**config.mk**
```make
export PLATFORM = sky130hd
export DESIGN_NAME = dot_scan_controller
export DESIGN_NICKNAME = d
export VERILOG_FILES = /design/src/rtl/dot_seq_pkg.sv /design/src/rtl/dot_scan_counter.sv /design/src/rtl/dot_scan_controller.sv
export SDC_FILE = /design/constraint.sdc
export NUM_CORES = 1
export LEC_CHECK = 0
export CAP_MARGIN = 15
export CORE_UTILIZATION = 55
export CTS_BUF_LIST = sky130_fd_sc_hd__clkbuf_4 sky130_fd_sc_hd__clkbuf_8
export DETAILED_ROUTE_END_ITERATION = 10
export GPL_TIMING_DRIVEN = 0
export PLACE_DENSITY = 0.79
export SLEW_MARGIN = 20
export SYNTH_ARGS = -nofsm -noshare
export SYNTH_HDL_FRONTEND = slang
export SYNTH_SLANG_ARGS = --single-unit
```
**constraint.sdc**
```tcl
create_clock -name clock -period 7.85 [get_ports clock]
set_input_delay 1.9625 -clock clock [delete_from_list [all_inputs] [get_ports clock]]
set_output_delay 1.9625 -clock clock [all_outputs]
set_load 0.02 [all_outputs]
```
**src/rtl/dot_seq_pkg.sv**
```systemverilog
// Shared types and default dimensions for the dot-matrix scan path.
// MEM_LENGTH_DEF must agree with the dot_sequencer build.
package dot_seq_pkg;

   localparam int MEM_LENGTH_DEF         = 48;
   localparam int MEM_ADDRESS_LENGTH_DEF = 6;
   localparam int DWELL_WIDTH_DEF        = 16;
   localparam int DEAD_WIDTH_DEF         = 8;

   typedef enum logic [1:0] {
      S_IDLE   = 2'd0,
      S_SETTLE = 2'd1,
      S_DWELL  = 2'd2,
      S_DEAD   = 2'd3
   } scan_state_e;

endpackage

```
**src/rtl/dot_scan_counter.sv**
```systemverilog
// 2-D scan address counter: steps (row, col) through a rectangle in
// row-major or column-major order and wraps to (0,0) after the last dot.
module dot_scan_counter #(
   parameter int ADDR_W = 6
) (
   input  logic              clock_i,
   input  logic              reset_n_i,
   input  logic [ADDR_W-1:0] row_limit_i,
   input  logic [ADDR_W-1:0] col_limit_i,
   input  logic              col_major_i,
   input  logic              advance_i,
   input  logic              clear_i,
   output logic [ADDR_W-1:0] row_o,
   output logic [ADDR_W-1:0] col_o,
   output logic              last_o
);

   logic [ADDR_W-1:0] row_q, row_d;
   logic [ADDR_W-1:0] col_q, col_d;

   assign last_o = (row_q == row_limit_i) && (col_q == col_limit_i);
   assign row_o  = row_q;
   assign col_o  = col_q;

   always_comb begin
      row_d = row_q;
      col_d = col_q;
      if (clear_i) begin
         row_d = '0;
         col_d = '0;
      end else if (advance_i) begin
         if (last_o) begin
            row_d = '0;
            col_d = '0;
         end else if (!col_major_i) begin
            if (col_q < col_limit_i) begin
               col_d = col_q + ADDR_W'(1);
            end else begin
               col_d = '0;
               row_d = row_q + ADDR_W'(1);
            end
         end else begin
            if (row_q < row_limit_i) begin
               row_d = row_q + ADDR_W'(1);
            end else begin
               row_d = '0;
               col_d = col_q + ADDR_W'(1);
            end
         end
      end
   end

   always_ff @(posedge clock_i or negedge reset_n_i) begin
      if (!reset_n_i) begin
         row_q <= '0;
         col_q <= '0;
      end else begin
         row_q <= row_d;
         col_q <= col_d;
      end
   end

endmodule

```
**src/rtl/dot_scan_controller.sv**
```systemverilog
// Dot-matrix scan controller: per dot, one settle cycle, a dwell window with
// drive = firing_bit & firing_data, then an optional dead gap.
module dot_scan_controller
   import dot_seq_pkg::*;
#(
   parameter int MEM_LENGTH         = MEM_LENGTH_DEF,
   parameter int MEM_ADDRESS_LENGTH = MEM_ADDRESS_LENGTH_DEF,
   parameter int DWELL_WIDTH        = DWELL_WIDTH_DEF,
   parameter int DEAD_WIDTH         = DEAD_WIDTH_DEF
) (
   input  logic                          clock,
   input  logic                          reset_n,
   input  logic                          start,
   input  logic                          stop,
   input  logic                          continuous,
   input  logic                          col_major,
   input  logic [MEM_ADDRESS_LENGTH-1:0] row_limit,
   input  logic [MEM_ADDRESS_LENGTH-1:0] col_limit,
   input  logic [DWELL_WIDTH-1:0]        dwell_cycles,
   input  logic [DEAD_WIDTH-1:0]         dead_cycles,
   input  logic                          firing_bit,
   input  logic                          firing_data,
   output logic [MEM_ADDRESS_LENGTH-1:0] row_select,
   output logic [MEM_ADDRESS_LENGTH-1:0] col_select,
   output logic                          row_col_select,
   output logic                          drive,
   output logic                          busy,
   output logic                          frame_done
);

   localparam int AW1 = MEM_ADDRESS_LENGTH + 1;
   localparam logic [AW1-1:0] MEM_LEN_W = AW1'(MEM_LENGTH);
   localparam logic [MEM_ADDRESS_LENGTH-1:0] LIMIT_MAX = MEM_ADDRESS_LENGTH'(MEM_LENGTH - 1);

   function automatic logic [MEM_ADDRESS_LENGTH-1:0] clamp_limit(
      input logic [MEM_ADDRESS_LENGTH-1:0] v);
      if ({1'b0, v} >= MEM_LEN_W) return LIMIT_MAX;
      else return v;
   endfunction

   scan_state_e                   state_q;
   logic                          continuous_q, col_major_q;
   logic [MEM_ADDRESS_LENGTH-1:0] row_limit_q, col_limit_q;
   logic [DWELL_WIDTH-1:0]        dwell_q, dwell_cnt_q;
   logic [DEAD_WIDTH-1:0]         dead_q, dead_cnt_q;
   logic                          drive_q, frame_done_q;
   logic                          dot_end, advance, clear, last;

   // A dot ends on the last dwell cycle when there is no dead gap, else on the last dead cycle.
   assign dot_end = ((state_q == S_DWELL) && (dwell_cnt_q == '0) && (dead_q == '0)) ||
                    ((state_q == S_DEAD) && (dead_cnt_q == '0));
   assign advance = dot_end && !stop;
   assign clear   = ((state_q == S_IDLE) && start && !stop) || ((state_q != S_IDLE) && stop);

   dot_scan_counter #(.ADDR_W(MEM_ADDRESS_LENGTH)) u_counter (
      .clock_i     (clock),
      .reset_n_i   (reset_n),
      .row_limit_i (row_limit_q),
      .col_limit_i (col_limit_q),
      .col_major_i (col_major_q),
      .advance_i   (advance),
      .clear_i     (clear),
      .row_o       (row_select),
      .col_o       (col_select),
      .last_o      (last)
   );

   always_ff @(posedge clock or negedge reset_n) begin
      if (!reset_n) begin
         state_q      <= S_IDLE;
         continuous_q <= 1'b0;
         col_major_q  <= 1'b0;
         row_limit_q  <= '0;
         col_limit_q  <= '0;
         dwell_q      <= '0;
         dead_q       <= '0;
         dwell_cnt_q  <= '0;
         dead_cnt_q   <= '0;
         drive_q      <= 1'b0;
         frame_done_q <= 1'b0;
      end else begin
         frame_done_q <= 1'b0;
         case (state_q)
            S_IDLE: begin
               if (start && !stop) begin
                  continuous_q <= continuous;
                  col_major_q  <= col_major;
                  row_limit_q  <= clamp_limit(row_limit);
                  col_limit_q  <= clamp_limit(col_limit);
                  dwell_q      <= (dwell_cycles == '0) ? DWELL_WIDTH'(1) : dwell_cycles;
                  dead_q       <= dead_cycles;
                  state_q      <= S_SETTLE;
               end
            end
            S_SETTLE: begin
               drive_q     <= firing_bit & firing_data;
               dwell_cnt_q <= dwell_q - DWELL_WIDTH'(1);
               state_q     <= S_DWELL;
            end
            S_DWELL: begin
               if (dwell_cnt_q == '0) begin
                  drive_q <= 1'b0;
                  if (dead_q != '0) begin
                     dead_cnt_q <= dead_q - DEAD_WIDTH'(1);
                     state_q    <= S_DEAD;
                  end else if (last) begin
                     frame_done_q <= 1'b1;
                     state_q      <= continuous_q ? S_SETTLE : S_IDLE;
                  end else begin
                     state_q <= S_SETTLE;
                  end
               end else begin
                  dwell_cnt_q <= dwell_cnt_q - DWELL_WIDTH'(1);
               end
            end
            S_DEAD: begin
               if (dead_cnt_q == '0) begin
                  if (last) begin
                     frame_done_q <= 1'b1;
                     state_q      <= continuous_q ? S_SETTLE : S_IDLE;
                  end else begin
                     state_q <= S_SETTLE;
                  end
               end else begin
                  dead_cnt_q <= dead_cnt_q - DEAD_WIDTH'(1);
               end
            end
            default: state_q <= S_IDLE;
         endcase
         // Abort overrides whatever the dot sequencing decided this cycle.
         if (stop && (state_q != S_IDLE)) begin
            state_q      <= S_IDLE;
            drive_q      <= 1'b0;
            frame_done_q <= 1'b0;
         end
      end
   end

   assign drive          = drive_q;
   assign frame_done     = frame_done_q;
   assign row_col_select = col_major_q;
   assign busy           = (state_q != S_IDLE);

endmodule
```
-- After elaboration in Yosys (flattened, before gate mapping)
Cells that the tools add are included.
- add/sub/neg operators: 6
- $mul: 0
- divide/modulo/power cells: 0
- magnitude comparators: 4
- equality and inequality tests: 14
- shifts and indexed selects: 0
- mux-type cells: 38
- bitwise logic cells: 1
- reductions and logical operators: 30
- operator list (operator ; number):
    two-way mux 6 bit ; 14
    zero test 16 bit ; 2
    two-way mux 16 bit ; 2
    one-hot mux 16 bit (2 select lines) ; 1
    subtractor 16 x 1 -> 16 bit (second input constant) ; 2
    two-way mux 8 bit ; 3
    zero test 8 bit ; 2
    one-hot mux 8 bit (2 select lines) ; 1
    subtractor 8 x 1 -> 8 bit (second input constant) ; 2
    adder 6 x 1 -> 6 bit (second input constant) ; 2
    == test 6 bit ; 2
    >= comparator 6 bit (second input constant) ; 2
    less-than comparator 6 bit ; 2
    two-way mux 2 bit ; 5
    AND reduction 2 bit ; 5
    logical AND 1 bit ; 9
    two-way mux 1 bit ; 9
    inequality test 3 x 1 -> 1 bit (second input constant) ; 3
    inequality test 4 bit (second input constant) ; 2
    one-hot mux 2 bit (4 select lines) ; 1
    nonzero test 2 bit ; 4
    nonzero test 8 bit ; 1
    == test 2 bit (second input constant) ; 2
    inequality test 2 x 1 -> 1 bit (second input constant) ; 2
    other kinds (10) ; 13
- register bits after elaboration: 78
- bits in latches: 0
- memory bits (writable): 0
- memory bits (read-only): 0
- input port bits: 44
- output and inout bits: 16
- word-level logic and storage cells: 106
- memories kept: 0

-- Depth between registers and ports, before layout
- word-level depth: 7
- gate-level depth with buffers: 12
- mapped depth without buffers: 8

-- By module
A second synthesis with hierarchy kept.
- cells, all modules: 578
- area, all modules: 4867.2 um^2
- modules (own cells, without submodules) (module ; instances ; cells each ; area each (um^2) ; sequential area each (um^2)):
    dot_scan_controller ; 1 ; 453 ; 3792.4 ; 1651.6
    dot_scan_counter ; 1 ; 125 ; 1074.8 ; 300.3

-- Worst setup path after synthesis
No wires, ideal clock.
- path type: input port to flip-flop
- start: in stop
- end: reg continuous_q
- library setup time: 0.125 ns
- arrival: 3.323 ns
- data required time: 7.725 ns
- setup slack: 4.403 ns
- cell stages on the path: 4
- path buffers: 2
- path through: nor4b_1 clkbuf_1 buf_2 mux2_2
- cells in the longest elaborated chain, start to end: 3
- ends and longest elaborated chain (item ; line ; RTL):
    start: declaration ; dot_scan_controller.sv:14 ; input logic stop,
    zero test 1 bit ; dot_scan_controller.sv:85 ; if (start && !stop) begin
    logical AND 1 bit ; dot_scan_controller.sv:85 ;
    AND reduction 2 bit (no line) ; - ;
    end signal: assignment ; dot_scan_controller.sv:86 ; continuous_q <= continuous;
    end: declaration ; dot_scan_controller.sv:42 ; logic continuous_q, col_major_q;
No other way between the ends.
A chain may end at the register's enable or synchronous reset.

-- Worst setup path in the final report
- start: in stop
- end: reg dwell_q[15]
- cells in the longest elaborated chain, start to end: 3
- ends and longest elaborated chain (item ; line ; RTL):
    zero test 1 bit ; dot_scan_controller.sv:85 ;
    logical AND 1 bit ; dot_scan_controller.sv:85 ;
    AND reduction 2 bit (no line) ; - ;
    end signal: assignment ; dot_scan_controller.sv:90 ; dwell_q <= (dwell_cycles == '0) ? DWELL_WIDTH'(1) : dwell_cycles;
    end: declaration ; dot_scan_controller.sv:44 ; logic [DWELL_WIDTH-1:0] dwell_q, dwell_cnt_q;
No other way between the ends.

==> metrics <==
outcome complete, no violations; antenna fix cells 0; Setup-failing EPs final 0; post-synthesis mux area share between 8 and 9%; clk buf depth 2; post-synthesis register bit count 78; Final min period about 4200 ps; sequential cell area fraction in the yosys report roughly 40%; total CTS buffers 9; FILL cells approximately 700; crit-path max cell delay between 700 and 800 ps; largest net degree at the start of global routing between 50 and 60; critical path endpoint category flop; Post-Synth XOR/XNOR Area between 1 and 1.5%; layout cell share with drive strength beyond 1 11.9%; fin nets around 670; post-synth top area share between 30% and 40%; Max Clk Rate about 240 MHz; Slew Limit Fails 0; complex-gate fraction of the synthesized area roughly 21%; DR WL/cell ~19 um; Worst setup SP type primary input; GPL Wtd Cong between 0.9 and 1; Post-synth ARST share 100%; post-synth net total 595; post-synthesis cell area just under 5000 um2; VDD IR-drop max roughly 140 uV; setup slack, reg-to-reg 4410 ps; Die ar. about 9300 um2; cell count after synthesis roughly 540; area of the core between 8000 and 9000 um2; top_reg_cell synth dfrtp_1; Max Cap Viol 0; Reg clk slew, reported paths around 90 ps; Synth Area per Inst 9.15 um2; EDFF count, synth 0; router iterations before antenna repair 6; Hold-fix buffers, CTS 0; Yosys top cell by area dfrtp_1; crit path max-delay cell type nor4b_1; CP delay by family, top buffers and inverters; crit-path cells clkdlybuf4s50_1, nor4b_1, clkbuf_1, buf_2, mux2_2; Layout area overhead 20.1%; slew margin rel. approximately two fifths; Die H between 90 and 100 um; drt drc 0; Post-Route WL 13500 um; top cells by count, synth dfrtp_1 (78), nor2_1 (49), nand2_1 (41), a21oi_1 (40), o21ai_0 (40); critical path required time 8090 ps; Post-CTS Setup Bufs 0; Netlist cell types 76; cts repair resizes 0; Final ANT Viol Nets 0; global-route wire length before repair ~22000 um; vias in the first global route roughly 4500; num rows 34; largest cells by area after synthesis dfrtp_1 (40%), mux2_2 (5.8%), a21oi_1 (4.1%), ha_1 (4.1%), o21ai_0 (4.1%); Worst-Margin Slew approximately 880 ps; Avg Vias per Cell approximately 6.5; CTS tree built; RSZ-0062 raised after global routing no; num ports 60; period utilisation layout 53.5%; Final Skew around 11 ps; CP Class in -> reg; leakage roughly 2.4 nW; Final Util roughly two thirds; Pwr Density 263 nW/um2; antenna violations before repair 0; GRT Overall Usage ~31%; Simple-Gate Fraction of Synth Area 21.0%; Yosys Warn Count 0; Clock Latency Late Sink ~360 ps; Worst Path Buf+Inv 3; post-DP HPWL 10100 um; largest family of logic cells by synthesized area compound AO/OA/AOI/OAI gates; CTS Sinks between 70 and 80; CP Max Fanout 10; Setup TNS 0 ps; port bufs 59; Root Buffer clkbuf_8; htree depth 3; Critical Path AT between 4000 and 5000 ps; gr ovfl total 0; via count 4645; initial core utilization a little under three fifths; Final Hold Vio Count 0; chip width roughly 96 um; Post-Synth Adder-Cell Area 4.09%; worst hold path type reg -> reg; count leader, synth dfrtp_1; Initial DRC Count around 240
[worst register-to-register path, stage by stage (launching register included)]
cell      delay (ps)
dfrtp_1          380
clkbuf_2         190
nor2b_1          170
buf_6            170
clkbuf_1         460
mux2i_1          310
ha_1             230
o211ai_1         230
or4_1            550
buf_2            180
o311ai_1         310
o221ai_2         140
[area by class of cell]
| cell class | count | area, um2 | share of cell area [%] |
|---|---|---|---|
| Timing Repair Buffer | 60 | 616 | 10.5 |
| Clock inverter | 6 | 93.8 | 1.60 |
| Clock buffer | 10 | 138 | 2.34 |
| Multi-Input combinational cell | 409 | 2730 | 46.5 |
| Inverter | 22 | 82.6 | 1.41 |
| Tap cell | 108 | 135 | 2.30 |
| Sequential cell | 78 | 1950 | 33.2 |
| Buffer | 26 | 128 | 2.17 |
[where the power goes]
| part | switching (mW) | internal (mW) | total, mW |
|---|---|---|---|
| clock network | 0.167 | 0.190 | 0.357 |
| logic | 0.274 | 0.245 | 0.519 |
| registers | 0.154 | 0.516 | 0.669 |
[per-layer routing]
| metal | share of wire [%] | vias up | GRT usage (%) |
|---|---|---|---|
| met5 | 0 | - | 0 |
| li1 | - | 2146 | - |
| met3 | 7.2 | 22 | 4.98 |
| met1 | 44 | 2270 | 41.9 |
| met2 | 47 | 207 | 51.4 |
| met4 | 1.6 | 0 | 10.9 |
[flip-flops by register name, indices dropped and copies added (netlist names), 2 cells and up]
name             cells
col_limit_q          6
dead_cnt_q           8
dead_q               8
dwell_cnt_q         16
dwell_q             16
row_limit_q          6
state_q              2
u_counter.col_o      6
u_counter.row_o      6
[cells by family after synthesis]
kind of cell	after synthesis
and+or+nand+nor	194
buffers and inverters	48
adders and majority gates	16
AOI/OAI and AO/OA	156
xor gates and xnor gates	7
muxes	36
DFF	78
[metrics by stage]
stage	instances	total power, mW	hold WS, ps	instance area (um2)	setup slack, ps
finish	719	1.55	529	5880	3650
global route	719	1.64	571	5880	3490
CTS	719	1.54	530	5880	3680
detailed placement	703	1.18	507	5640	3310
global placement	702	1.15	493	5620	2080
floorplan	535	0.983	482	4890	4400
[cell usage in the layout, fill, tap and decap left out, types with 16 or more instances in the layout]
cell and count:
clkdlybuf4s50_1 58, nand2_1 41, nor3_1 18, dfrtp_1 78, inv_1 22, a21oi_1 40, nor2_1 49, ha_1 16
o21ai_0 40, mux2_2 25
[path summary, 6_finish.rpt]
| check | startpoint | endpoint | cells after the start |
|---|---|---|---|
| setup reg to reg | state_q[0]$_DFFE_PN0P_ | dwell_cnt_q[10]$_DFFE_PN0P_ | 11 |
| max in group asynchronous | reset_n | dwell_q[12]$_DFFE_PN0P_ | 2 |
| min in group asynchronous | reset_n | u_counter.row_o[4]$_DFFE_PN0P_ | 1 |
| hold / removal | drive$_DFFE_PN0P_ | drive$_DFFE_PN0P_ | 1 |
| setup / recovery | stop | dwell_q[15]$_DFFE_PN0P_ | 5 |
| hold reg to reg | drive$_DFFE_PN0P_ | drive$_DFFE_PN0P_ | 1 |
No activity file was read; power rests on OpenSTA's default activity.
